==> src/rtl/clarvi_button_scanner.sv <==
// clarvi_button_scanner
//   Autonomous poller for the Buttons PIO. An Avalon-MM master reads the PIO
//   data word every PERIOD cycles. Each accepted sample is compared with the
//   previous one, and any rising edges are latched into a sticky EDGE
//   register. irq is raised while any masked EDGE bit is set.
//
//   Optional build macro: BUTTON_SCANNER_DEBOUNCE_EN. When it is defined, a
//   new sample is accepted only after DEBOUNCE_CNT consecutive identical polls.
//
// Ports
//   clk, reset_n          clock, synchronous active-low reset
//   avs_*                 CPU slave: 0 STATE (RO), 1 PERIOD, 2 MASK, 3 EDGE (W1C)
//                         readdata registered, read latency 1, 0 when not reading
//   avm_*                 master port towards the PIO data register (PIO_ADDR)
//   irq                   registered level interrupt, |(EDGE & MASK)
module clarvi_button_scanner #(
  parameter int          DATA_W       = 24,
  parameter int          PERIOD_W     = 24,
  parameter int          PERIOD_RST   = 50000,
  parameter logic [31:0] PIO_ADDR     = 32'h0,
  parameter int          DEBOUNCE_CNT = 4
) (
  input  logic        clk,
  input  logic        reset_n,
  input  logic [1:0]  avs_address,
  input  logic        avs_read,
  input  logic        avs_write,
  input  logic [31:0] avs_writedata,
  output logic [31:0] avs_readdata,
  output logic [31:0] avm_address,
  output logic        avm_read,
  input  logic        avm_waitrequest,
  input  logic [31:0] avm_readdata,
  input  logic        avm_readdatavalid,
  output logic        irq
);

  localparam logic [PERIOD_W-1:0] PERIOD_INIT = PERIOD_W'(PERIOD_RST);

  typedef enum logic [1:0] {S_IDLE, S_REQ, S_WAIT, S_UPDATE} fsm_e;

  fsm_e                fsm_q, fsm_d;
  logic [PERIOD_W-1:0] cnt_q, cnt_d;
  logic [PERIOD_W-1:0] period_q, period_d;
  logic [DATA_W-1:0]   sample_q, sample_d;
  logic [DATA_W-1:0]   state_q, state_d;
  logic [DATA_W-1:0]   edge_q, edge_d;
  logic [DATA_W-1:0]   mask_q, mask_d;
  logic                primed_q, primed_d;
  logic                irq_q, irq_d;
  logic [31:0]         rdata_q, rdata_d;

  logic                accept;
  logic [DATA_W-1:0]   new_val;
  logic [DATA_W-1:0]   edge_set;
  logic [DATA_W-1:0]   edge_clr;

  assign avm_address  = PIO_ADDR;
  assign avm_read     = (fsm_q == S_REQ);
  assign avs_readdata = rdata_q;
  assign irq          = irq_q;

  // Poll sequencer. The counter runs only in IDLE, so the poll interval is
  // PERIOD plus the bus latency of the read, and requests cannot overlap.
  always_comb begin
    fsm_d    = fsm_q;
    cnt_d    = cnt_q;
    sample_d = sample_q;
    case (fsm_q)
      S_IDLE: begin
        if (period_q == '0) begin
          cnt_d = '0;
        end else if (cnt_q >= period_q - 1'b1) begin
          cnt_d = '0;
          fsm_d = S_REQ;
        end else begin
          cnt_d = cnt_q + 1'b1;
        end
      end
      S_REQ: begin
        if (!avm_waitrequest) fsm_d = S_WAIT;
      end
      S_WAIT: begin
        if (avm_readdatavalid) begin
          sample_d = avm_readdata[DATA_W-1:0];
          fsm_d    = S_UPDATE;
        end
      end
      S_UPDATE: fsm_d = S_IDLE;
      default:  fsm_d = S_IDLE;
    endcase
  end

`ifdef BUTTON_SCANNER_DEBOUNCE_EN
  localparam int SW = $clog2(DEBOUNCE_CNT + 1);
  localparam logic [SW-1:0] STABLE_MAX = SW'(DEBOUNCE_CNT);

  logic [DATA_W-1:0] cand_q, cand_d;
  logic [SW-1:0]     stable_q, stable_d;

  // A change is accepted only in the UPDATE where the candidate has been
  // seen DEBOUNCE_CNT times in a row; the saturated count keeps it quiet
  // afterwards because STATE then equals the candidate.
  always_comb begin
    cand_d   = cand_q;
    stable_d = stable_q;
    accept   = 1'b0;
    if (fsm_q == S_UPDATE) begin
      if (sample_q != cand_q) begin
        cand_d   = sample_q;
        stable_d = SW'(1);
      end else if (stable_q != STABLE_MAX) begin
        stable_d = stable_q + 1'b1;
      end
      accept = (stable_d == STABLE_MAX) && (!primed_q || (cand_d != state_q));
    end
    new_val = cand_d;
  end

  always_ff @(posedge clk) begin
    if (!reset_n) begin
      cand_q   <= '0;
      stable_q <= '0;
    end else begin
      cand_q   <= cand_d;
      stable_q <= stable_d;
    end
  end

  logic unused_ok;
  assign unused_ok = ^{avs_writedata, avm_readdata};
`else
  always_comb begin
    accept  = (fsm_q == S_UPDATE);
    new_val = sample_q;
  end

  logic unused_ok;
  assign unused_ok = ^{avs_writedata, avm_readdata, 1'(DEBOUNCE_CNT)};
`endif

  // Accept, register writes and readback.
  always_comb begin
    state_d  = state_q;
    primed_d = primed_q;
    period_d = period_q;
    mask_d   = mask_q;
    edge_set = '0;
    edge_clr = '0;
    rdata_d  = 32'h0;

    // The first accepted sample only primes STATE; it has no history to
    // compare against.
    if (accept) begin
      if (primed_q) edge_set = new_val & ~state_q;
      state_d  = new_val;
      primed_d = 1'b1;
    end

    if (avs_write) begin
      case (avs_address)
        2'd1:    period_d = avs_writedata[PERIOD_W-1:0];
        2'd2:    mask_d   = avs_writedata[DATA_W-1:0];
        2'd3:    edge_clr = avs_writedata[DATA_W-1:0];
        default: ;
      endcase
    end

    if (avs_read) begin
      case (avs_address)
        2'd0:    rdata_d = 32'(state_q);
        2'd1:    rdata_d = 32'(period_q);
        2'd2:    rdata_d = 32'(mask_q);
        default: rdata_d = 32'(edge_q);
      endcase
    end

    // A new edge beats a simultaneous W1C so that no press is lost.
    edge_d = (edge_q & ~edge_clr) | edge_set;
    irq_d  = |(edge_q & mask_q);
  end

  always_ff @(posedge clk) begin
    if (!reset_n) begin
      fsm_q    <= S_IDLE;
      cnt_q    <= '0;
      period_q <= PERIOD_INIT;
      sample_q <= '0;
      state_q  <= '0;
      edge_q   <= '0;
      mask_q   <= '0;
      primed_q <= 1'b0;
      irq_q    <= 1'b0;
      rdata_q  <= 32'h0;
    end else begin
      fsm_q    <= fsm_d;
      cnt_q    <= cnt_d;
      period_q <= period_d;
      sample_q <= sample_d;
      state_q  <= state_d;
      edge_q   <= edge_d;
      mask_q   <= mask_d;
      primed_q <= primed_d;
      irq_q    <= irq_d;
      rdata_q  <= rdata_d;
    end
  end

endmodule
==> config.mk <==
export PLATFORM = sky130hd
export DESIGN_NAME = clarvi_button_scanner
export DESIGN_NICKNAME = d
export VERILOG_FILES = /design/src/rtl/clarvi_button_scanner.sv
export SDC_FILE = /design/constraint.sdc
export NUM_CORES = 1
export LEC_CHECK = 0
export BUFFER_PORTS_ARGS = -buffer_cell sky130_fd_sc_hd__buf_4
export CORE_ASPECT_RATIO = 1.4
export CORE_MARGIN = 8
export CORE_UTILIZATION = 57
export DETAILED_ROUTE_END_ITERATION = 16
export PLACE_DENSITY = 0.92
export SLEW_MARGIN = 20
export SYNTH_ARGS = -nofsm -noshare
export SYNTH_HDL_FRONTEND = slang
export SYNTH_SLANG_ARGS = --single-unit
==> constraint.sdc <==
create_clock -name clk -period 5 [get_ports clk]
set_clock_uncertainty 0.05 [all_clocks]
set_input_delay 1 -clock clk [delete_from_list [all_inputs] [get_ports clk]]
set_output_delay 1 -clock clk [all_outputs]
set_load 0.01 [all_outputs]
==> results by group <==
Detailed routing
  – Drt drc: 0
  – WL/cell: 19.4 um
  – Iter 0 DRT Violations: 723
  – Final ANT Viol Nets: 0
  – Router iterations before antenna repair: 7
  – Vias per cell: 6.19
  – Final wirelength: 23,900 um
  – DR vias: 7,628

Global routing
  – First-pass GRT wire length: 38,500 um
  – Vias in the first global route: 7,631
  – GRT Total Usage: 0.248
  – Largest net degree at the start of global routing: 73
  – Overflow after GRT: 0
  – Initial antenna violation count: 0

Finish
  – Layout cells sized above 1: 0.161
  – Area delta synth->final: 13.3%
  – Utilization after layout: 0.660
  – # diodes: 0
  – Final std cells w/o fill: 1,232
  – Nets: 1,134
  – Fillcell total: 1,056

Timing
  – Final Max Tran Viols: 0
  – Worst Tran Pin Value: 1.16 ns
  – Final setup fails: 0
  – Unrepaired setup endpoints after global routing: no
  – Period Utilization, post-route: 0.947
  – Final hold vios: 0
  – Fin Setup TNS: 0 ns
  – FMAX: 211 MHz
  – Worst relative slew slack: 0.230
  – Final min period: 4.74 ns

Pwr
  – Worst vdd ir: 247 uV
  – Total power draw: 0.00315 W
  – Cell Pwr Density: 329 mW/mm^2
  – Leakage: 3.59 nW

Worst setup path
  – R2R setup slack: 0.26 ns
  – Worst endpoint required time: 5.31 ns
  – Critical path cell sequence: or4_4 > or3_4 > nor4_4 > nand2b_1 > nor3_1 > xnor2_1 > ha_1 > a21oi_1 > nor2b_1 > o21ai_0 > nand4_1 > or3_4 > or4_1 > a31oi_1
  – RR Startpoint: period_q[4]
  – Max stage delay on crit path: 0.60 ns
  – Crit path top cell by count: or3_4
  – Crit path DAT: 5.05 ns
  – CP Capture Type: flip-flop
  – Worst Reg2Reg Path Length in Cells: 14
  – R2r endpoint: cnt_q[12]
  – Critical path class: flip-flop to flip-flop
  – Worst Path Max Fanout: 19
  – Startpoint Class: flip-flop
  – Slowest CP cell: or4_4

Die
  – DIE HEIGHT: 160 um
  – Die width: 119 um
  – Num rows: 52
  – Ports: 138
  – Core Box Area: 0.0145 sq mm
  – Initial Util: 0.583
  – Die ar.: 0.0190 sq mm

Synth
  – Sequential share of the synthesized area: 0.407
  – Post-Syn Area: 0.00845 sq mm
  – Post-Synthesis Cells: 982
  – Ys flop type: dfxtp_1
  – Ys Warns: 0
  – Yosys reg bits: 172
  – Asr flop ratio synth: 0
  – Syn_area_per_cell: 8.61 sq um
  – Number of flops mapped to enable cells by yosys: 0
  – Distinct cell type count of the synthesized netlist: 52

Place
  – Gpl congestion: 0.881
  – PortBufs: 81
  – HPWL Detailed: 15,300 um
  – Inst Count DP: 1,200

Min path
  – Worst Hold Class: flip-flop to flip-flop
  – Worst Hold Launch: primed_q
  – Hold endpoint: primed_q
  – Min-Delay Path Depth: 2

Clock tree
  – Setup Fix Bufs, Post-CTS: 0
  – TritonCTS buffer count: 17
  – H-tree depth: 4
  – CTS tree: built
  – Worst-path clk slew: 0.07 ns
  – Post-CTS sizing: 0
  – Worst-skew pair later-pin latency: 0.44 ns
  – Hold Buf Count CTS: 0
  – CTS max path bufs: 2
  – CTS sink count: 172
  – Clk root buf: clkbuf_16

Outcome
  – Status: finished clean

Flow run
  – Max cap viols: 0
## cells in the final DEF (no fill, tap or decap), drive strengths merged, types with 11 or more instances in the layout
cell type / netlist / final
a21oi: 82 / 82
a22oi: 11 / 11
a31oi: 15 / 15
a32oi: 24 / 24
and3: 27 / 27
buf: 50 / 88
clkbuf: 48 / 20
conb: 1 / 40
dfxtp: 172 / 172
ha: 32 / 32
inv: 32 / 39
mux2i: 25 / 25
mux4: 24 / 24
nand2: 193 / 193
nand2b: 17 / 17
nand3: 30 / 30
nor2: 72 / 72
nor3: 13 / 13
or3: 19 / 19
xnor2: 18 / 18
## power breakdown
group	internal (W)	leakage, nW	switching [W]	total [W]
sequential	0.00140	1.39	0.0000363	0.00144
combinational	0.000136	1.90	0.000212	0.000348
clock	0.000779	0.298	0.000590	0.00137
total	0.00231	3.59	0.000838	0.00315
## metrics by stage
step	hold slack [ns]	worst slack, ns	area [sq um]
2_1_floorplan	0.377	0.873	8600
3_3_place_gp	0.388	0.365	8960
3_5_place_dp	0.401	0.269	8960
4_1_cts	0.417	0.200	9570
5_1_grt	0.435	0.129	9580
6_report	0.414	0.263	9580
## layout make-up
class                   instances  area (sq um)  share of cell area
repair buffers                 88           661              0.0690
multi-input cells             719          4510               0.471
clock inverters                12           150              0.0157
inverters                      32           123              0.0128
clock buffers                  20           457              0.0477
well taps                     189           236              0.0247
flip-flops and latches        172          3440               0.360
## flip-flops by register name, indices dropped and copies added, names as in the netlist
name and cells:
avs_readdata 24, irq 1, fsm_q 2, new_val 24
state_q 24, mask_q 24, period_q 24, primed_q 1
cnt_q 24, edge_q 24
## metal layers
| metal | up-vias | wire length [um] | global-route usage | share of wire |
|---|---|---|---|---|
| met4 | 0 | 1180 | 0.144 | 0.049 |
| met1 | 3599 | 8730 | 0.277 | 0.37 |
| met5 | - | 0 | 0 | 0 |
| li1 | 3426 | - | - | - |
| met3 | 114 | 2240 | 0.0692 | 0.093 |
| met2 | 489 | 11800 | 0.414 | 0.49 |
## critical path, delay by kind of cell, from the launching register on
kind | cells | cell delay, ns
AND/OR/NAND/NOR | 9 | 3.23
adder cells (fa/ha/maj) | 1 | 0.27
flip-flops | 1 | 0.38
XOR/XNOR | 1 | 0.16
AO/OA/AOI/OAI | 3 | 0.57
## logic make-up (layout without fill, tap and decap cells)
group | count (synthesis) | in the layout | synth area share
simple gates | 418 | 418 | 0.233
flops | 172 | 172 | 0.407
compound gates | 155 | 155 | 0.114
buf+inv | 130 | 152 | 0.0779
mux | 50 | 50 | 0.0949
fa+ha+maj | 32 | 32 | 0.0474
xor+xnor | 24 | 24 | 0.0249
other cells | 1 | 40 | 0.000444
## how the worst max path moves through the flow
| stage | startpoint | endpoint | slack [ns] | cells after the start |
|---|---|---|---|---|
| 2_1_floorplan | period_q[4] | cnt_q[12] | 0.87 | 15 |
| 3_3_place_gp | period_q[4] | cnt_q[12] | 0.36 | 14 |
| 3_5_place_dp | period_q[4] | cnt_q[12] | 0.27 | 14 |
| 4_1_cts | period_q[4] | cnt_q[12] | 0.20 | 14 |
| 5_1_grt | period_q[4] | cnt_q[12] | 0.13 | 14 |
| 6_report | period_q[4] | cnt_q[12] | 0.26 | 14 |
## synth_stat cells (2+ instances only)
master | n | area (sq um)
a21oi_1 | 82 | 410
a221oi_1 | 2 | 17.5
a22oi_1 | 11 | 82.6
a31oi_1 | 15 | 93.8
a32oi_1 | 24 | 210
and2_1 | 3 | 18.8
and3_1 | 27 | 169
buf_1 | 4 | 15.0
buf_2 | 4 | 20.0
buf_4 | 40 | 300
buf_6 | 2 | 22.5
clkbuf_1 | 48 | 180
dfxtp_1 | 172 | 3440
ha_1 | 32 | 400
inv_1 | 32 | 120
mux2i_1 | 25 | 250
mux4_2 | 24 | 541
nand2_1 | 193 | 724
nand2b_1 | 17 | 106
nand3_1 | 30 | 150
nand3b_1 | 2 | 15.0
nand4_1 | 10 | 62.6
nor2_1 | 72 | 270
nor2b_1 | 10 | 62.6
nor3_1 | 13 | 65.1
nor4_1 | 6 | 37.5
nor4_4 | 2 | 42.5
o211ai_1 | 2 | 15.0
o21a_1 | 2 | 15.0
o21ai_0 | 8 | 40.0
or2_2 | 6 | 37.5
or3_1 | 11 | 68.8
or3_2 | 7 | 52.6
or4_1 | 2 | 15.0
or4_4 | 3 | 33.8
xnor2_1 | 18 | 158
xor2_1 | 6 | 52.6
(Power assumes the default switching activity.)
